File: config.mk
export PLATFORM = sky130hd
export DESIGN_NAME = fifo_wr_ptr_pkt
export DESIGN_NICKNAME = d
export VERILOG_FILES = /design/src/rtl/fifo_pkg.sv /design/src/rtl/fifo_ptr_sync.sv /design/src/rtl/fifo_wr_ptr_pkt.sv
export SDC_FILE = /design/constraint.sdc
export NUM_CORES = 1
export LEC_CHECK = 0
export CAP_MARGIN = 20
export CORE_ASPECT_RATIO = 0.7
export CORE_MARGIN = 3
export CORE_UTILIZATION = 40
export DETAILED_ROUTE_END_ITERATION = 16
export HOLD_SLACK_MARGIN = 0.06
export SYNTH_ARGS = -nofsm -noshare
export SYNTH_HDL_FRONTEND = slang
export SYNTH_SLANG_ARGS = --single-unit
File: constraint.sdc
create_clock -name clk -period 15.33 [get_ports clk]
set_input_delay 1.533 -clock clk [delete_from_list [all_inputs] [get_ports clk]]
set_output_delay 1.533 -clock clk [all_outputs]
set_load 0.02 [all_outputs]
File: src/rtl/fifo_pkg.sv
// Shared types and pointer encoding helpers for the packet-aware FIFO write side.
package fifo_pkg;

  typedef enum logic [1:0] {
    IDLE   = 2'd0,
    IN_PKT = 2'd1,
    DROP   = 2'd2
  } wr_state_e;

  // Helpers work on a wide zero-extended vector so any pointer width up to
  // GRAY_MAX_W can use them; callers cast back to their own width.
  localparam int GRAY_MAX_W = 32;

  function automatic logic [GRAY_MAX_W-1:0] bin2gray(input logic [GRAY_MAX_W-1:0] bin);
    return bin ^ (bin >> 1);
  endfunction

  function automatic logic [GRAY_MAX_W-1:0] gray2bin(input logic [GRAY_MAX_W-1:0] gray);
    logic [GRAY_MAX_W-1:0] bin;
    for (int i = 0; i < GRAY_MAX_W; i++) begin
      bin[i] = ^(gray >> i);
    end
    return bin;
  endfunction

endpackage

File: src/rtl/fifo_ptr_sync.sv
// Multi-flop synchroniser bringing the Gray read pointer into the write clock domain.
module fifo_ptr_sync #(
  parameter int WIDTH  = 10,
  parameter int STAGES = 2
) (
  input  logic             clk,
  input  logic             reset,
  input  logic [WIDTH-1:0] d,
  output logic [WIDTH-1:0] q
);

  logic [WIDTH-1:0] sync_q [STAGES];

  always_ff @(posedge clk or posedge reset) begin
    if (reset) begin
      for (int i = 0; i < STAGES; i++) sync_q[i] <= '0;
    end else begin
      sync_q[0] <= d;
      for (int i = 1; i < STAGES; i++) sync_q[i] <= sync_q[i-1];
    end
  end

  assign q = sync_q[STAGES-1];

endmodule

File: src/rtl/fifo_wr_ptr_pkt.sv
// FIFO write-pointer manager with store-and-forward packet commit/drop and
// registered full/almost_full/fill flags computed from next-state pointers.
module fifo_wr_ptr_pkt import fifo_pkg::*; #(
  parameter int ADDR_WIDTH  = 9,
  parameter int SYNC_STAGES = 2,
  parameter int PACKET_MODE = 1
) (
  input  logic                  clk,
  input  logic                  reset,
  input  logic                  wr_en,
  input  logic                  wr_last,
  input  logic                  wr_drop,
  input  logic [ADDR_WIDTH:0]   af_level,
  input  logic [ADDR_WIDTH:0]   rd_ptr_gray,
  output logic [ADDR_WIDTH-1:0] w_addr,
  output logic [ADDR_WIDTH:0]   w_ptr_gray,
  output logic                  full,
  output logic                  almost_full,
  output logic                  overflow,
  output logic                  pkt_dropped,
  output logic [ADDR_WIDTH:0]   fill_level
);

  localparam int PW = ADDR_WIDTH + 1;
  localparam logic [PW-1:0] PTR_ONE = {{ADDR_WIDTH{1'b0}}, 1'b1};
  localparam logic [PW-1:0] DEPTH   = {1'b1, {ADDR_WIDTH{1'b0}}};

  wr_state_e     state, nxt_state;
  logic [PW-1:0] wr_ptr_bin, cmt_ptr_bin, nxt_wr_ptr, nxt_cmt_ptr, ptr_inc;
  logic [PW-1:0] rd_gray_sync, rd_bin, nxt_fill;
  logic          accept, ovf_evt, drop_evt;
  logic          full_p1, af_p1, ovf_p1, pdrop_p1;
  logic [PW-1:0] fill_p1, gray_p1;

  fifo_ptr_sync #(
    .WIDTH  (PW),
    .STAGES (SYNC_STAGES)
  ) u_rd_sync (
    .clk   (clk),
    .reset (reset),
    .d     (rd_ptr_gray),
    .q     (rd_gray_sync)
  );

  assign rd_bin  = PW'(gray2bin(GRAY_MAX_W'(rd_gray_sync)));
  assign ptr_inc = wr_ptr_bin + PTR_ONE;
  assign accept  = wr_en && !full_p1 && (state != DROP);
  assign ovf_evt = wr_en && full_p1;

  always_comb begin
    nxt_wr_ptr  = wr_ptr_bin;
    nxt_cmt_ptr = cmt_ptr_bin;
    nxt_state   = state;
    drop_evt    = 1'b0;
    if (PACKET_MODE == 0) begin
      if (accept) nxt_wr_ptr = ptr_inc;
      nxt_cmt_ptr = nxt_wr_ptr;
    end else begin
      case (state)
        IDLE: begin
          // wr_ptr equals cmt_ptr here, so entering DROP needs no rewind.
          if (ovf_evt) begin
            if (!wr_last) begin
              nxt_state = DROP;
              drop_evt  = 1'b1;
            end
          end else if (accept && !wr_drop) begin
            nxt_wr_ptr = ptr_inc;
            if (wr_last) nxt_cmt_ptr = ptr_inc;
            else         nxt_state   = IN_PKT;
          end
        end
        IN_PKT: begin
          // A blocked write mid-packet loses a word, so the packet is rewound.
          if (wr_drop || ovf_evt) begin
            nxt_wr_ptr = cmt_ptr_bin;
            drop_evt   = 1'b1;
            nxt_state  = (wr_drop || wr_last) ? IDLE : DROP;
          end else if (accept) begin
            nxt_wr_ptr = ptr_inc;
            if (wr_last) begin
              nxt_cmt_ptr = ptr_inc;
              nxt_state   = IDLE;
            end
          end
        end
        DROP: begin
          if (wr_en && wr_last) nxt_state = IDLE;
        end
        default: nxt_state = IDLE;
      endcase
    end
  end

  assign nxt_fill = nxt_wr_ptr - rd_bin;

  // Stage 1: pointers, state and flags registered from next-state values
  always_ff @(posedge clk or posedge reset) begin
    if (reset) begin
      wr_ptr_bin  <= '0;
      cmt_ptr_bin <= '0;
      state       <= IDLE;
      full_p1     <= 1'b0;
      af_p1       <= 1'b0;
      ovf_p1      <= 1'b0;
      pdrop_p1    <= 1'b0;
      fill_p1     <= '0;
      gray_p1     <= '0;
    end else begin
      wr_ptr_bin  <= nxt_wr_ptr;
      cmt_ptr_bin <= nxt_cmt_ptr;
      state       <= nxt_state;
      full_p1     <= (nxt_wr_ptr[ADDR_WIDTH] != rd_bin[ADDR_WIDTH]) &&
                     (nxt_wr_ptr[ADDR_WIDTH-1:0] == rd_bin[ADDR_WIDTH-1:0]);
      af_p1       <= (DEPTH - nxt_fill) <= af_level;
      ovf_p1      <= ovf_evt;
      pdrop_p1    <= drop_evt;
      fill_p1     <= nxt_fill;
      gray_p1     <= PW'(bin2gray(GRAY_MAX_W'(nxt_cmt_ptr)));
    end
  end

  assign w_addr      = wr_ptr_bin[ADDR_WIDTH-1:0];
  assign w_ptr_gray  = gray_p1;
  assign full        = full_p1;
  assign almost_full = af_p1;
  assign overflow    = ovf_p1;
  assign pkt_dropped = pdrop_p1;
  assign fill_level  = fill_p1;

endmodule
==> impl_metrics.csv, run 1 <==
group,metric,value,unit
timing,finalCriticalPeriod,6.039,ns
pwr,ir_drop,0.1059,mV
floorplan,num_rows,27,
yosys,synth-compound-area-share,0.1162,
grt,grt_pass1_vias,2347,
floorplan,dieArea,9922,um2
setup_path,cp_top_family,"simple AND/OR/NAND/NOR gates",
timing,final_max_slew_viol_count,0,
layout,design_area,4462,um2
place,io_buffers,57,
clock_network,root_buffer,"clkbuf_16",
timing,setup_viol,0,
setup_path,cpMaxStageDelayCell,"clkdlybuf4s50_1",
clock_network,cts_hold_buf,0,
worst_hold_path,hold_path.class,"reg2reg",
yosys,yosys_warnings,0,
yosys,synth_area_leaders,"dfrtp_1 46%, ha_1 7.5%, xnor2_1 5.8%",
yosys,yosys.area.top_type,"dfrtp_1",
detailed_routing,drcViolationCount,0,
grt,overflow,0,
detailed_routing,dr_wl_met2,2.930,mm
yosys,muxShareOfSynthArea,0.008584,
yosys,synth_top_area_frac,0.4649,
run,maxCapViolCount,0,
yosys,yosysSeqAreaShare,0.4649,
clock_network,clk_pin_slew,0.05,ns
yosys,synth_top_family_by_area,"simple AND/OR/NAND/NOR gates",
detailed_routing,via_per_inst,4.842,
clock_network,numCtsBuffers,9,
floorplan,core_area,8175,um2
detailed_routing,top_layer,"met4",
pwr,pwr_density_cell,221.7,nW/um2
detailed_routing,drt-initial-drc-count,105,
detailed_routing,drtAntennaViolNets,0,
setup_path,crit_fanout,12,
yosys,async_reset_ff_frac,1.000,
setup_path,slowest_delay,0.73,ns
place,place.gp.congestion,0.8559,
yosys,synth_edf_count,0,
grt,grt_usage,0.1543,
detailed_routing,met1_length,3.645,mm
detailed_routing,wl_per_cell,14.10,um
timing,hold_viol_final,0,
timing,max_slew_margin,0.4600,
timing,fmax,165.6,MHz
setup_path,path_common_cell,"a21oi_1",
pwr,p_total,989.3,uW
clock_network,cts_tree,"yes",
yosys,synthAdderAreaFrac,0.08083,
clock_network,ctsResizeCount,0,
layout,finish.net_count,433,
detailed_routing,num_vias,2455,
floorplan,die_x,117.8,um
yosys,syn_avg_cell_area,10.41,um2
grt,grt_max_degree,66,
place,place_hpwl,5.382,mm
yosys,synthXorXnorAreaFrac,0.1327,
clock_network,cts_sinks,65,
detailed_routing,finalWirelength,7.147,mm
yosys,ys.flop_type,"dfrtp_1",
layout,diodes,0,
floorplan,start_util,0.4279,
timing,final.period_utilization,0.3939,
timing,rsz0062_at_grt,"false",
clock_network,clockBufferDepth,2,
timing,setup_tns,0,ns
detailed_routing,dr_wl_met3,474,um
yosys,synth-simple-area-share,0.1330,
place,placed_cell_area,4108,um2
timing,worstMarginPinSlew,0.8015,ns
grt,grt_pass1_wl,12.01,mm
floorplan,die_height,84.25,um
setup_path,critPathKind,"in2reg",
yosys,synth_fp_nets,383,
yosys,synthCells,336,
clock_network,htreeDepth,3,
setup_path,ff2ff_setup_slack,9.81,ns
yosys,synth-seq-cells,65,
floorplan,ios,58,
layout,drive_gt1_frac,0.09207,
setup_path,crit_required,15.54,ns
setup_path,crit_chain,"clkdlybuf4s50_1, a21oi_1, or3b_2, o221a_2, inv_1, ha_1, inv_1, fa_1, a21o_1, a21oi_1, xnor2_1, or3_1, nor2_1, nand4_1, xor2_1, ha_1, nand4_1, nor2_1, a21oi_1, o211ai_1, nand2_1",
setup_path,cp-end-kind,"register",
yosys,syn-cell-area,3498,um2
clock_network,clk_latency,0.33,ns
grt,antenna_found_initial,0,
clock_network,cts_setup_buffers,0,
setup_path,startpoint_type,"input pin",
yosys,ys_types,50,
detailed_routing,drtPass1Iterations,4,
setup_path,arrival,6.25,ns
setup_path,critPathBufInv,3,
outcome,outcome,"finished, final reports clean",
timing,finClkSkew,0.004086,ns
layout,area_growth,27.54,%
pwr,p_leak,1.947,nW
[placed cells by master, fill, tap and decap left out, drive strengths merged, types with 5 or more instances in the layout]
cell	netlist	final
dfrtp	65	65
clkdlybuf4s50	0	57
inv	27	27
nand2	26	26
xnor2	26	26
a21oi	21	21
nor2	21	21
ha	21	21
o21ai	20	20
xor2	18	18
clkbuf	8	10
nand3	8	8
nand4	8	8
nor3	5	5
nor2b	5	5
a21o	5	5
[cell type report]
| type | instances | area [um2] |
|---|---|---|
| clock buffer | 10 | 239.0 |
| clock inverter | 6 | 115.1 |
| fill | 741 | 3714 |
| inverter | 27 | 101.3 |
| multi-input combinational | 224 | 1649 |
| sequential | 65 | 1627 |
| tap | 116 | 145.1 |
| timing repair buffer | 59 | 585.6 |
[state kept, by name (all words and copies together) (netlist names), 2 cells and up]
register and cells:
cmt_ptr_bin 10, fill_level 10, wr_ptr_bin 10, u_rd_sync.q 10, u_rd_sync.sync_q 10, state 2, w_ptr_gray 9
[logic make-up after synthesis]
family / count (synthesis)
and+or+nand+nor: 90
AOI/OAI and AO/OA: 65
DFF: 65
buffers and inverters: 47
xor gates and xnor gates: 44
adders and majority gates: 22
muxes: 3
[cells in the mapped netlist, types with 5 or more instances]
cell type / instances
a21o_1: 5
nand4_1: 7
o21ai_0: 19
dfrtp_1: 65
nor2_1: 21
nor2b_1: 5
nor3_1: 5
a21oi_1: 21
xor2_1: 12
ha_1: 21
nand2_1: 26
xor2_2: 5
inv_1: 27
xnor2_1: 23
nand3_1: 8
clkbuf_1: 8
buf_4: 10
[per-stage QoR]
step                      setup slack, ns    util  std cells  hold slack [ns]
after floorplan                     9.941       -        336           0.3312
after global routing                8.968  0.5458        507           0.3478
after global placement              9.075  0.5024        491           0.3339
final                               9.291  0.5458        507           0.3454
after detailed placement            8.987  0.5024        491           0.3347
after CTS                           9.325  0.5458        507           0.3465
[power breakdown]
part / switching [mW] / internal [mW] / leakage, nW / total (mW)
clock network: 0.0726 / 0.164 / 0.169 / 0.236
registers: 0.0306 / 0.221 / 0.777 / 0.252
logic: 0.275 / 0.226 / 1.00 / 0.501
total: 0.378 / 0.611 / 1.95 / 0.989
[routing by layer]
metal	GRT usage	vias up
li1	-	1234
met1	0.2295	1145
met2	0.2075	68
met3	0.05185	8
met4	0.05426	0
met5	0	-
[path summary, 6_finish.rpt]
| check | start | to | depth (start not counted) |
|---|---|---|---|
| hold / removal | u_rd_sync.sync_q[14]$_DFF_PP0_ | u_rd_sync.q[4]$_DFF_PP0_ | 0 |
| min in group asynchronous | reset | w_ptr_gray[3]$_DFF_PP0_ | 3 |
| setup reg to reg | u_rd_sync.q[9]$_DFF_PP0_ | almost_full$_DFF_PP0_ | 24 |
| hold reg to reg | u_rd_sync.sync_q[14]$_DFF_PP0_ | u_rd_sync.q[4]$_DFF_PP0_ | 0 |
| setup / recovery | wr_drop | almost_full$_DFF_PP0_ | 21 |
| max in group asynchronous | reset | cmt_ptr_bin[9]$_DFF_PP0_ | 3 |
Power figures use the tool's default switching activity.
==> run 2: changes to the inputs <==
--- a/config.mk
+++ b/config.mk
@@ -11,6 +11,7 @@
 export CORE_UTILIZATION = 40
 export DETAILED_ROUTE_END_ITERATION = 16
 export HOLD_SLACK_MARGIN = 0.06
+export PLACE_DENSITY = 0.65
 export SYNTH_ARGS = -nofsm -noshare
 export SYNTH_HDL_FRONTEND = slang
 export SYNTH_SLANG_ARGS = --single-unit
==> constraint.sdc (replaced) <==
create_clock -name clk -period 4.9 [get_ports clk]
set_input_delay 0.49 -clock clk [delete_from_list [all_inputs] [get_ports clk]]
set_output_delay 0.49 -clock clk [all_outputs]
set_load 0.02 [all_outputs]
==> run 2 against run 1 <==
  * Setup slack got worse by 9.2 ns
  * Sequential power increased to 3.1 times the previous value
  * Routed wire length increased by 5.1%
  * Global-route usage increased by 0.29 points
  * Sequential cell count unchanged
  * Non-clock buffer count increased by 35
  * Clock skew increased by 0.00077 ns
  * Power increased to 3.4 times the previous value
  * Register-to-register slack got worse by 9.8 ns
  * Critical endpoint unchanged
==> impl_metrics.csv, run 2 (same netlist as run 1, synthesis figures left out) <==
group,metric,value,unit
layout,finish.net_count,468,
place,place.gp.congestion,0.8198,
detailed_routing,finalWirelength,7.512,mm
place,placed_cells,518,
setup_path,path_common_cell,"xor2_2",
place,place_hpwl,5.675,mm
floorplan,num_rows,27,
layout,fill_cells,718,
setup_path,crit_fanout,4,
layout,design_area,4715,um2
timing,rsz0062_at_grt,"true",
detailed_routing,wl_per_cell,13.86,um
grt,grt_max_degree,66,
timing,final.period_utilization,0.9879,
grt,grt_usage,0.1572,
place,placed_cell_area,4310,um2
grt,grt_pass1_wl,12.55,mm
layout,area_growth,34.76,%
layout,drive_gt1_frac,0.1784,
setup_path,critPathKind,"reg2reg",
pwr,p_switching,1.261,mW
layout,diodes,0,
detailed_routing,via_per_inst,4.786,
pwr,power.internal,2.056,mW
layout,finish.utilization,0.5767,
floorplan,dieArea,9922,um2
pwr,p_total,3.317,mW
layout,fin_cells,542,
floorplan,start_util,0.4279,
setup_path,slowest_delay,0.41,ns
worst_hold_path,hold_path.class,"reg2reg",
run,maxCapViolCount,0,
pwr,pwr-share-comb,0.552,
detailed_routing,drt-initial-drc-count,143,
floorplan,die_height,84.25,um
floorplan,core_area,8175,um2
detailed_routing,num_vias,2594,
clock_network,clockBufferDepth,2,
setup_path,arrival,5.05,ns
pwr,ir_drop,0.2697,mV
pwr,p_leak,2.104,nW
timing,hold_viol_final,0,
timing,worstMarginPinSlew,0.8042,ns
clock_network,htreeDepth,3,
timing,setup_tns,0,ns
detailed_routing,drtPass1Iterations,5,
setup_path,cpMaxStageDelayCell,"dfrtp_1",
detailed_routing,drcViolationCount,0,
clock_network,clk_pin_slew,0.06,ns
detailed_routing,drtAntennaViolNets,0,
grt,overflow,0,
floorplan,ios,58,
setup_path,crit_required,5.11,ns
pwr,pwr_density_cell,703.5,nW/um2
place,io_buffers,57,
timing,fmax,206.6,MHz
setup_path,crit_chain,"xnor2_2, xor2_2, xor2_4, xor2_2, xor2_2, xor2_2, xnor2_1, buf_4, ha_1, nor2b_1, o21ai_0, a21oi_1, o41ai_1, buf_4, o21bai_1, a21oi_1, xnor2_1, xnor2_1, ha_1, nand4_1, nor2_2, a21oi_1, o211ai_1, nand2_1",
floorplan,die_x,117.8,um
timing,finClkSkew,0.004852,ns
clock_network,cts_tree,"yes",
clock_network,numCtsBuffers,9,
timing,setup_viol,0,
clock_network,root_buffer,"clkbuf_16",
pwr,p_clk_frac,0.210,
pwr,p_sw_frac,0.3801,
timing,finalCriticalPeriod,4.841,ns
clock_network,cts_sinks,65,
setup_path,critPathBufInv,2,
clock_network,clk_latency,0.32,ns
layout,final_common_cell,"dfrtp_1",
outcome,outcome,"finished, final reports clean",
setup_path,cp-end-kind,"register",
setup_path,cp_top_family,"XOR/XNOR gates",
grt,antenna_found_initial,0,
timing,final_max_slew_viol_count,0,
timing,max_slew_margin,0.4639,
pwr,pwr-share-seq,0.238,
grt,grt_pass1_vias,2517,
setup_path,startpoint_type,"register",
layout,layout_common_cells,"65 x dfrtp_1, 57 x clkdlybuf4s50_1, 37 x buf_4",
run 2: cell count changes in the layout (fill, tap and decap cells not counted), sizes merged:
cell    change
inv         +1
buf        +35
bufinv      -1
run 2: cell type report:
type | instances | area, um2 | area share
inverters | 27 | 101.3 | 0.02150
clock inverters | 6 | 90.09 | 0.01911
well taps | 116 | 145.1 | 0.03079
multi-input cells | 224 | 1664 | 0.3530
clock buffers | 10 | 239.0 | 0.05069
flip-flops and latches | 65 | 1627 | 0.3450
repair buffers | 94 | 848.3 | 0.1799
run 2: final timing paths:
path                                           startpoint                       end  slack, ns  cells past startpoint
hold / removal             u_rd_sync.sync_q[12]$_DFF_PP0_  u_rd_sync.q[2]$_DFF_PP0_       0.35                      0
min in group asynchronous                           reset   w_ptr_gray[4]$_DFF_PP0_       0.73                      3
max in group asynchronous                           reset   w_ptr_gray[5]$_DFF_PP0_       3.64                      3
hold reg to reg            u_rd_sync.sync_q[12]$_DFF_PP0_  u_rd_sync.q[2]$_DFF_PP0_       0.35                      0
setup / recovery                 u_rd_sync.q[9]$_DFF_PP0_     almost_full$_DFF_PP0_       0.06                     24
setup reg to reg                 u_rd_sync.q[9]$_DFF_PP0_     almost_full$_DFF_PP0_       0.06                     24
run 2: worst reg2reg max path, cell delays in order, from the launching register on:
cell	delay, ns
dfrtp_1	0.41
xnor2_2	0.22
xor2_2	0.28
xor2_4	0.20
xor2_2	0.21
xor2_2	0.23
xor2_2	0.18
xnor2_1	0.17
buf_4	0.17
ha_1	0.23
nor2b_1	0.13
o21ai_0	0.36
a21oi_1	0.12
o41ai_1	0.29
buf_4	0.18
o21bai_1	0.06
a21oi_1	0.17
xnor2_1	0.20
xnor2_1	0.13
ha_1	0.30
nand4_1	0.13
nor2_2	0.13
a21oi_1	0.07
o211ai_1	0.09
nand2_1	0.06
run 2: power by group through the flow:
stage | Combinational, mW | Sequential [mW] | Clock, mW
final | 1.83 | 0.789 | 0.697
after global routing | 2.02 | 0.809 | 0.740
after CTS | 1.83 | 0.789 | 0.716
after detailed placement | 1.79 | 0.797 | 0
after global placement | 1.77 | 0.794 | 0
after floorplan | 1.04 | 0.876 | 0
run 2: stage by stage:
step | setup WS, ns | hold WS (ns)
2_1_floorplan | 0.07427 | 0.3312
5_1_grt | -0.3147 | 0.3512
3_3_place_gp | 0.05819 | 0.3357
3_5_place_dp | -0.1848 | 0.3347
6_report | 0.05915 | 0.3462
4_1_cts | 0.006450 | 0.3479
run 2: repair_timing:
item,CTS,global route
hold buffers,0,0
setup buffers,5,3
pin swaps,6,6
resized for setup,2,3
endpoints found under the setup margin,1,1
run 2: per-layer routing:
| metal | GRT usage | routed length (um) | up-vias |
|---|---|---|---|
| met3 | 0.04175 | 405 | 7 |
| li1 | - | - | 1305 |
| met5 | 0 | 0 | - |
| met2 | 0.2294 | 3109 | 70 |
| met1 | 0.2302 | 3940 | 1212 |
| met4 | 0.04468 | 57 | 0 |
==> run 3: changes to the inputs <==
--- a/config.mk
+++ b/config.mk
@@ -8,10 +8,10 @@
 export CAP_MARGIN = 20
 export CORE_ASPECT_RATIO = 0.7
 export CORE_MARGIN = 3
-export CORE_UTILIZATION = 40
+export CORE_UTILIZATION = 48
 export DETAILED_ROUTE_END_ITERATION = 16
 export HOLD_SLACK_MARGIN = 0.06
-export PLACE_DENSITY = 0.65
+export PLACE_DENSITY = 0.76
 export SYNTH_ARGS = -nofsm -noshare
 export SYNTH_HDL_FRONTEND = slang
 export SYNTH_SLANG_ARGS = --single-unit
==> run 3 against run 2 <==
  * Via count increased by 1.1%
  * Clock power decreased by 26%
  * Sequential cell count unchanged
  * Highest routed layer unchanged
  * Maximum frequency decreased by 2.2%
  * Count of clock-buffer cells in the layout decreased by 1
  * First-iteration DRC count increased by 10%
  * The flow now finishes with violations (negative setup slack)
  * Sequential power increased by 0.5%
  * Routed wire length decreased by 2.5%
  * Global-route usage increased by 3.4 points
==> impl_metrics.csv, run 3 (same netlist as run 1, synthesis figures left out) <==
group,metric,value,unit
outcome,outcome,"complete, but fails checks",
outcome,violations,"negative setup slack",
detailed_routing,drtPass1Iterations,5,
timing,final.period_utilization,1.010,
clock_network,cts_hold_buf,0,
layout,diodes,0,
worst_hold_path,hold_depth,0,
layout,fill_cells,516,
pwr,p_leak,2.045,nW
grt,top_usage_layer,"met2",
timing,rsz0062_at_grt,"true",
grt,grt_pass1_vias,2588,
clock_network,htreeDepth,3,
detailed_routing,drcViolationCount,0,
floorplan,num_rows,25,
pwr,ir_drop,0.3154,mV
clock_network,numCtsBuffers,9,
layout,finish.net_count,462,
timing,max_slew_margin,0.4647,
setup_path,arrival,5.17,ns
place,io_buffers,57,
clock_network,clk_latency,0.34,ns
detailed_routing,finalWirelength,7.327,mm
timing,holdWs,0.3513,ns
place,place.gp.congestion,0.8826,
floorplan,die_height,77.43,um
floorplan,ios,58,
layout,area_growth,30.69,%
grt,grt_pass1_wl,12.51,mm
grt,use_met3,0.05154,
clock_network,cts_tree,"yes",
timing,finalCriticalPeriod,4.950,ns
floorplan,core_area,6913,um2
clock_network,clockBufferDepth,2,
setup_path,crit_required,5.12,ns
grt,met2_usage,0.2829,
clock_network,clk_pin_slew,0.08,ns
timing,layout_setup_ws,-0.05007,ns
clock_network,root_buffer,"clkbuf_8",
timing,setup_tns,-0.05007,ns
timing,finClkSkew,0.007411,ns
grt,overflow,0,
detailed_routing,num_vias,2623,
detailed_routing,drt-initial-drc-count,158,
run,maxCapViolCount,0,
grt,grt_usage,0.1908,
floorplan,start_util,0.5061,
setup_path,critical_path.startpoint,"u_rd_sync.q[9]$_DFF_PP0_",
floorplan,dieArea,8365,um2
floorplan,die_x,108.0,um
setup_path,reg2reg_from,"u_rd_sync.q[9]$_DFF_PP0_",
pwr,pwr_density_cell,684.3,nW/um2
detailed_routing,via_per_inst,5.103,
setup_path,crit_fanout,4,
setup_path,startpoint_type,"register",
grt,grt_use_met1,0.2730,
timing,worstMarginPinSlew,0.7946,ns
worst_hold_path,hold_path.class,"reg2reg",
timing,setup_viol,1,
grt,grt_max_degree,66,
setup_path,cp-end-kind,"register",
setup_path,r2r_cells,24,
layout,layout_common_cells,"65 x dfrtp_1, 57 x clkdlybuf4s50_1, 31 x buf_4",
grt,antenna_found_initial,0,
timing,hold_viol_final,0,
place,place_hpwl,5.319,mm
layout,drive_gt1_frac,0.1833,
setup_path,critPathKind,"reg2reg",
timing,fmax,202.0,MHz
worst_hold_path,min_from,"u_rd_sync.sync_q[13]$_DFF_PP0_",
layout,final_common_cell,"dfrtp_1",
detailed_routing,wl_per_cell,14.25,um
clock_network,cts_sinks,65,
detailed_routing,drtAntennaViolNets,0,
timing,final_max_slew_viol_count,0,
run 3: metrics by stage:
stage	std cells	setup WS (ns)	power (mW)	utilization	instance area, um2
after floorplan	336	0.07427	1.911	-	3498
after global placement	487	0.05144	2.452	0.6098	4215
after detailed placement	487	-0.2429	2.501	0.6098	4215
after CTS	510	0.007686	3.075	0.6530	4514
after global routing	514	-0.4150	3.389	0.6614	4572
final	514	-0.05007	3.129	0.6614	4572
run 3: path summary, 6_finish.rpt:
path	to	slack [ns]
setup / recovery	almost_full$_DFF_PP0_	-0.05
hold / removal	u_rd_sync.q[3]$_DFF_PP0_	0.35
min in group asynchronous	u_rd_sync.sync_q[19]$_DFF_PP0_	0.69
hold reg to reg	u_rd_sync.q[3]$_DFF_PP0_	0.35
max in group asynchronous	state[1]$_DFFE_PP0P_	3.70
setup reg to reg	almost_full$_DFF_PP0_	-0.05
run 3: worst max-delay path, stage by stage (launching register included):
cell	delay, ns
dfrtp_1	0.41
xnor2_2	0.24
xor2_2	0.29
xor2_4	0.20
xor2_2	0.21
xor2_2	0.22
xor2_2	0.22
xnor2_2	0.11
buf_4	0.15
ha_1	0.28
nor2b_1	0.13
o21ai_0	0.33
a21oi_1	0.12
o41ai_1	0.27
buf_4	0.18
o21bai_1	0.06
a21oi_1	0.18
xnor2_1	0.23
xnor2_1	0.14
ha_1	0.30
nand4_1	0.14
nor2_2	0.17
a21oi_2	0.07
o211ai_1	0.10
nand2_1	0.07
run 3: what timing repair did:
| item | in CTS | in global routing |
|---|---|---|
| gates resized for setup | 6 | 7 |
| hold endpoints to repair | 0 | 0 |
| gates cloned | 0 | 0 |
| setup endpoints to repair | 1 | 1 |
| pin swaps | 9 | 17 |
| buffers inserted | 7 | 4 |
run 3: layout make-up:
class / count / area [um2] / area share
clock buffers: 9 / 123.9 / 0.02709
clock inverters: 7 / 100.1 / 0.02189
inverters: 27 / 101.3 / 0.02217
multi-input cells: 224 / 1699 / 0.3716
flip-flops and latches: 65 / 1627 / 0.3558
well taps: 94 / 117.6 / 0.02573
repair buffers: 88 / 803.3 / 0.1757
run 3: where the power goes:
part	total [mW]	internal, mW	switching (mW)
combinational	1.82	0.885	0.937
sequential	0.793	0.690	0.103
clock	0.514	0.292	0.222
total	3.13	1.87	1.26
run 3: routing by layer:
layer,wire length (um),up-vias,share of wire
met5,0,-,0
met4,94,0,0.013
met3,527,10,0.072
met2,3234,105,0.44
met1,3472,1227,0.47
li1,-,1281,-
